==> src/rtl/controle_asteroides.sv <==
// controle_asteroides: sequencing FSM that sweeps the asteroid slots once per iniciar pulse.
// Optional spawn support is compiled in when ASTE_SPAWN_EN is defined.
module controle_asteroides #(
    parameter int N_SLOTS = 16
) (
    input  logic       clock,
    input  logic       reset,
    input  logic       iniciar,
    input  logic       spawn_aste,
    input  logic       loaded_aste,
    input  logic       destruido_aste,
    input  logic [1:0] opcode_aste,
    input  logic [3:0] aste_coor_x,
    input  logic [3:0] aste_coor_y,
    input  logic       colisao_aste_com_nave,
    input  logic       rco_contador_aste,
    output logic       conta_contador_aste,
    output logic       reset_contador_aste,
    output logic [1:0] select_mux_pos_aste,
    output logic       select_mux_coor_aste,
    output logic       select_soma_sub_aste,
    output logic       enable_mem_aste,
    output logic       enable_load_aste,
    output logic       new_load_aste,
    output logic       new_destruido_aste,
    output logic       enable_reg_nave,
    output logic       reset_reg_nave,
    output logic       colisao_nave,
    output logic       fim_sweep,
    output logic       pronto,
    output logic [3:0] db_estado
);

    typedef enum logic [3:0] {
        IDLE     = 4'd0,
        INICIO   = 4'd1,
        LE       = 4'd2,
        AVALIA   = 4'd3,
        MOVE     = 4'd4,
        DESCARTA = 4'd5,
        COLIDE   = 4'd6,
        SPAWN    = 4'd7,
        PROXIMO  = 4'd8,
        FIM      = 4'd9
    } estado_t;

    estado_t estado_q, estado_d;
    logic    colisao_q, colisao_d;
    logic    borda;
    logic    spawn_ok;
    logic    unused_cfg;

    assign unused_cfg = ^N_SLOTS;

    // A step that would leave the 16x16 field discards the asteroid instead of wrapping.
    assign borda = (opcode_aste == 2'b00 && aste_coor_x == 4'd15) ||
                   (opcode_aste == 2'b01 && aste_coor_x == 4'd0)  ||
                   (opcode_aste == 2'b10 && aste_coor_y == 4'd15) ||
                   (opcode_aste == 2'b11 && aste_coor_y == 4'd0);

`ifdef ASTE_SPAWN_EN
    logic pend_q, pend_d, feito_q, feito_d;

    // feito limits service to one spawn per sweep even if a new request arrives mid-sweep.
    assign spawn_ok = pend_q && !feito_q;

    always_comb begin
        pend_d  = pend_q;
        feito_d = feito_q;
        if (estado_q == SPAWN) begin
            pend_d  = 1'b0;
            feito_d = 1'b1;
        end
        if (estado_q == INICIO) feito_d = 1'b0;
        if (spawn_aste) pend_d = 1'b1;
    end

    always_ff @(posedge clock) begin
        if (reset) begin
            pend_q  <= 1'b0;
            feito_q <= 1'b0;
        end else begin
            pend_q  <= pend_d;
            feito_q <= feito_d;
        end
    end
`else
    logic unused_spawn;
    assign unused_spawn = spawn_aste;
    assign spawn_ok     = 1'b0;
`endif

    always_ff @(posedge clock) begin
        if (reset) begin
            estado_q  <= IDLE;
            colisao_q <= 1'b0;
        end else begin
            estado_q  <= estado_d;
            colisao_q <= colisao_d;
        end
    end

    always_comb begin
        estado_d = estado_q;
        case (estado_q)
            IDLE:     if (iniciar) estado_d = INICIO;
            INICIO:   estado_d = LE;
            LE:       estado_d = AVALIA;
            AVALIA: begin
                if (!loaded_aste)               estado_d = spawn_ok ? SPAWN : PROXIMO;
                else if (destruido_aste)        estado_d = PROXIMO;
                else if (colisao_aste_com_nave) estado_d = COLIDE;
                else if (borda)                 estado_d = DESCARTA;
                else                            estado_d = MOVE;
            end
            MOVE, DESCARTA, COLIDE, SPAWN: estado_d = PROXIMO;
            PROXIMO:  estado_d = rco_contador_aste ? FIM : LE;
            FIM:      estado_d = IDLE;
            default:  estado_d = IDLE;
        endcase
    end

    always_comb begin
        colisao_d = colisao_q;
        if (estado_q == INICIO) colisao_d = 1'b0;
        if (estado_q == COLIDE) colisao_d = 1'b1;
    end

    // Moore outputs; held at defaults while reset is asserted so no write slips out.
    always_comb begin
        conta_contador_aste  = 1'b0;
        reset_contador_aste  = 1'b0;
        select_mux_pos_aste  = 2'b11;
        select_mux_coor_aste = 1'b0;
        select_soma_sub_aste = 1'b0;
        enable_mem_aste      = 1'b0;
        enable_load_aste     = 1'b0;
        new_load_aste        = 1'b0;
        new_destruido_aste   = 1'b0;
        enable_reg_nave      = 1'b0;
        reset_reg_nave       = 1'b0;
        fim_sweep            = 1'b0;
        pronto               = 1'b0;
        if (reset) begin
            reset_reg_nave = 1'b1;
        end else begin
            case (estado_q)
                IDLE: pronto = 1'b1;
                INICIO: begin
                    reset_contador_aste = 1'b1;
                    enable_reg_nave     = 1'b1;
                end
                MOVE: begin
                    select_mux_coor_aste = opcode_aste[1];
                    select_soma_sub_aste = opcode_aste[0];
                    select_mux_pos_aste  = {1'b0, opcode_aste[1]};
                    enable_mem_aste      = 1'b1;
                end
                DESCARTA: enable_load_aste = 1'b1;
                COLIDE: begin
                    enable_load_aste   = 1'b1;
                    new_load_aste      = 1'b1;
                    new_destruido_aste = 1'b1;
                end
`ifdef ASTE_SPAWN_EN
                SPAWN: begin
                    select_mux_pos_aste = 2'b10;
                    enable_mem_aste     = 1'b1;
                    enable_load_aste    = 1'b1;
                    new_load_aste       = 1'b1;
                end
`endif
                PROXIMO: conta_contador_aste = 1'b1;
                FIM:     fim_sweep           = 1'b1;
                default: ;
            endcase
        end
    end

    assign colisao_nave = colisao_q;
    assign db_estado    = estado_q;

endmodule
==> config.mk <==
export PLATFORM = sky130hd
export DESIGN_NAME = controle_asteroides
export DESIGN_NICKNAME = d
export VERILOG_FILES = /design/src/rtl/controle_asteroides.sv
export SDC_FILE = /design/constraint.sdc
export NUM_CORES = 1
export LEC_CHECK = 0
export CAP_MARGIN = 20
export CORE_MARGIN = 1
export CORE_UTILIZATION = 29
export DETAILED_ROUTE_END_ITERATION = 7
export PLACE_DENSITY = 0.83
export SKIP_CTS_REPAIR_TIMING = 1
export SLEW_MARGIN = 10
export SYNTH_ARGS = -nofsm -noshare
export SYNTH_HDL_FRONTEND = slang
export SYNTH_SLANG_ARGS = --single-unit
==> constraint.sdc <==
create_clock -name clock -period 1.5 [get_ports clock]
set_input_delay 0.15 -clock clock [delete_from_list [all_inputs] [get_ports clock]]
set_output_delay 0.15 -clock clock [all_outputs]
set_load 0.02 [all_outputs]
==> results.cfg <==
[yosys]
yosysUniqueCellTypes = 30
synth_area_sq_um = 480
synthCells = 67
yosysMostFrequentCell = nor2_1
synth_top_area_share_pct = 20.8
ys.flop_type = dfxtp_1
syn_area_per_cell_sq_um = 7.17
synth_edf_count = 0
synth.yosys.seq_area_share_pct = 20.8
synth-seq-cells = 5
yosys-top-cells-area = dfxtp_1 (21%), nor2_1 (8.6%), buf_4 (4.7%)
synth_nets = 85
yosysTopAreaCell = dfxtp_1
synth_commonest_cells = nor2_1 (11), nand2_1 (6), dfxtp_1 (5), inv_1 (4)
async_flop_share_pct = 0
ys_warn_count = 0

[routing]
routed_wl_microns = 1980
drtPass1Iterations = 4
vias = 720
wl_per_cell_microns = 14.4
drc_errors = 0
dr.first_iter.drc_count = 8
drtAntennaViolNets = 0
via_per_inst = 5.26

[floorplanning]
row_count = 14
fp.dieH_microns = 42.7
io_pins = 37
core_area_sq_mm = 0.00152
die_area_sq_mm = 0.00182
initial_core_util_pct = 31.5
die_w_microns = 42.7

[global_routing]
grt_pass1_wl_microns = 2810
grt_max_degree = 8
grt_overflow_total = 0
grt_pass1_vias = 736
antenna_found_initial = 0
grtUsageTotal_pct = 20.4

[finish]
nets = 140
utilization_pct = 71.8
num_antenna_cells = 0
area_growth_pct = 128
post_route_cells_drive_above_1_share_pct = 51.2

[placement]
gp_congestion = 0.771
hpwl_microns = 1410
port_buffers = 35

[clocking]
cts_buffers = 3
clkLatencyLatePin_ns = 0.25
clock_sinks = 5
cts.clk_slew.worst_paths_ns = 0.05
cts_buffer_depth = 2
root_buffer = clkbuf_4
htreeDepth = 1
cts_tree = built

[job]
max-cap-violations = 0

[worst_hold_path]
hold_path.class = input pin to flop
hold_depth = 3
min_from = reset
hold-path-endpoint = colisao_nave$_SDFFE_PP0P_

[sta]
fin_ws_ns = -0.172
period_needed_ns = 1.67
post-route-period-util_pct = 111
max_freq_mhz = 598
rsz0062_at_grt = true
worst_pin_slew_ns = 0.281
slew_headroom_pct = 81.2
holdWs_ns = 0.258
hold_viol = 0
skew_ns = 0.00190
setup_viol = 9
drv_slew = 0

[power_and_ir_drop]
power_density_mw_per_mm2 = 509
power.total_w = 0.000557
ir_drop_uv = 306
cellLeakagePower_nw = 0.516

[setup_path]
cp.required_ns = 1.35
cp-start-kind = flop
timing.rr.end = db_estado[0]$_SDFFE_PP0P_
reg2regPathDepth = 4
regToRegStartpoint = db_estado[3]$_SDFFE_PP0P_
worstPathMaxFanout = 5
endpoint_kind = output pin
rrSetupSlack_ns = 0.05
worst-setup-path-type = flop to output pin
arrival_ns = 1.52

[run_status]
outcome = complete, but fails checks
violations = negative setup slack
-- state kept, by name, summed over array words and instances (netlist names) --
register	cells
colisao_nave	1
db_estado	4
-- per-layer routing --
layer / share of wire, % / GRT usage, % / vias up
li1: - / - / 346
met1: 34 / 19.5 / 326
met2: 56 / 38.8 / 43
met3: 7.8 / 3.83 / 5
met4: 2.2 / 12.5 / 0
met5: 0 / 0 / -
-- cells in the final DEF, fill, tap and decap left out, types with 3 or more instances in the layout --
| master | instances |
|---|---|
| dlymetal6s2s_1 | 4 |
| clkbuf_4 | 3 |
| buf_4 | 21 |
| nand3_1 | 3 |
| buf_6 | 12 |
| dfxtp_2 | 3 |
| nor2_1 | 9 |
| nand2_1 | 6 |
| clkdlybuf4s50_1 | 18 |
-- critical path, stage by stage (launching register included) --
cell	delay, ns
dfxtp_4	0.37
inv_4	0.03
or3_4	0.36
nor3_4	0.19
buf_6	0.15
nand2b_4	0.05
buf_6	0.12
-- worst max-delay path by stage --
stage / from / endpoint / slack (ns) / cells after the start
6_report: db_estado[2]$_SDFFE_PP0P_ / select_mux_pos_aste[0] / -0.17 / 6
5_1_grt: db_estado[2]$_SDFFE_PP0P_ / select_mux_pos_aste[0] / -0.24 / 6
4_1_cts: db_estado[2]$_SDFFE_PP0P_ / enable_mem_aste / -0.66 / 5
3_5_place_dp: reset / enable_mem_aste / -0.63 / 5
3_3_place_gp: reset / select_mux_coor_aste / -0.60 / 5
2_1_floorplan: db_estado[0]$_SDFFE_PP0P_ / conta_contador_aste / -0.13 / 3
-- layout make-up --
class                   count  area, sq um
inverters                   4         17.5
flip-flops and latches      5          108
multi-input cells          51          390
clock buffers               4         26.3
repair buffers             57          533
well taps                  16         20.0
fillers                   129          429
-- where the power goes --
group          total, W  switching [W]  internal [W]
combinational  0.000235       0.000104      0.000131
clock          0.000170      0.0000689      0.000101
sequential     0.000152      0.0000130      0.000139
total          0.000557       0.000186      0.000371
-- through the flow --
step	worst slack, ns	std cells	TNS (ns)	area, sq um
after floorplan	-0.133	67	-0.596	503
after global placement	-0.599	133	-6.81	983
after detailed placement	-0.629	133	-6.94	983
after CTS	-0.660	137	-7.90	1010
after global routing	-0.238	137	-1.50	1090
final	-0.172	137	-0.908	1090
-- cell families (layout without fill, tap and decap cells) --
logic type	after synthesis	in the layout	share of synthesized area, %
compound gates	14	14	22.9
buf+inv	11	65	14.6
flops	5	5	20.8
simple gates	37	37	41.7
(Power assumes the default switching activity.)
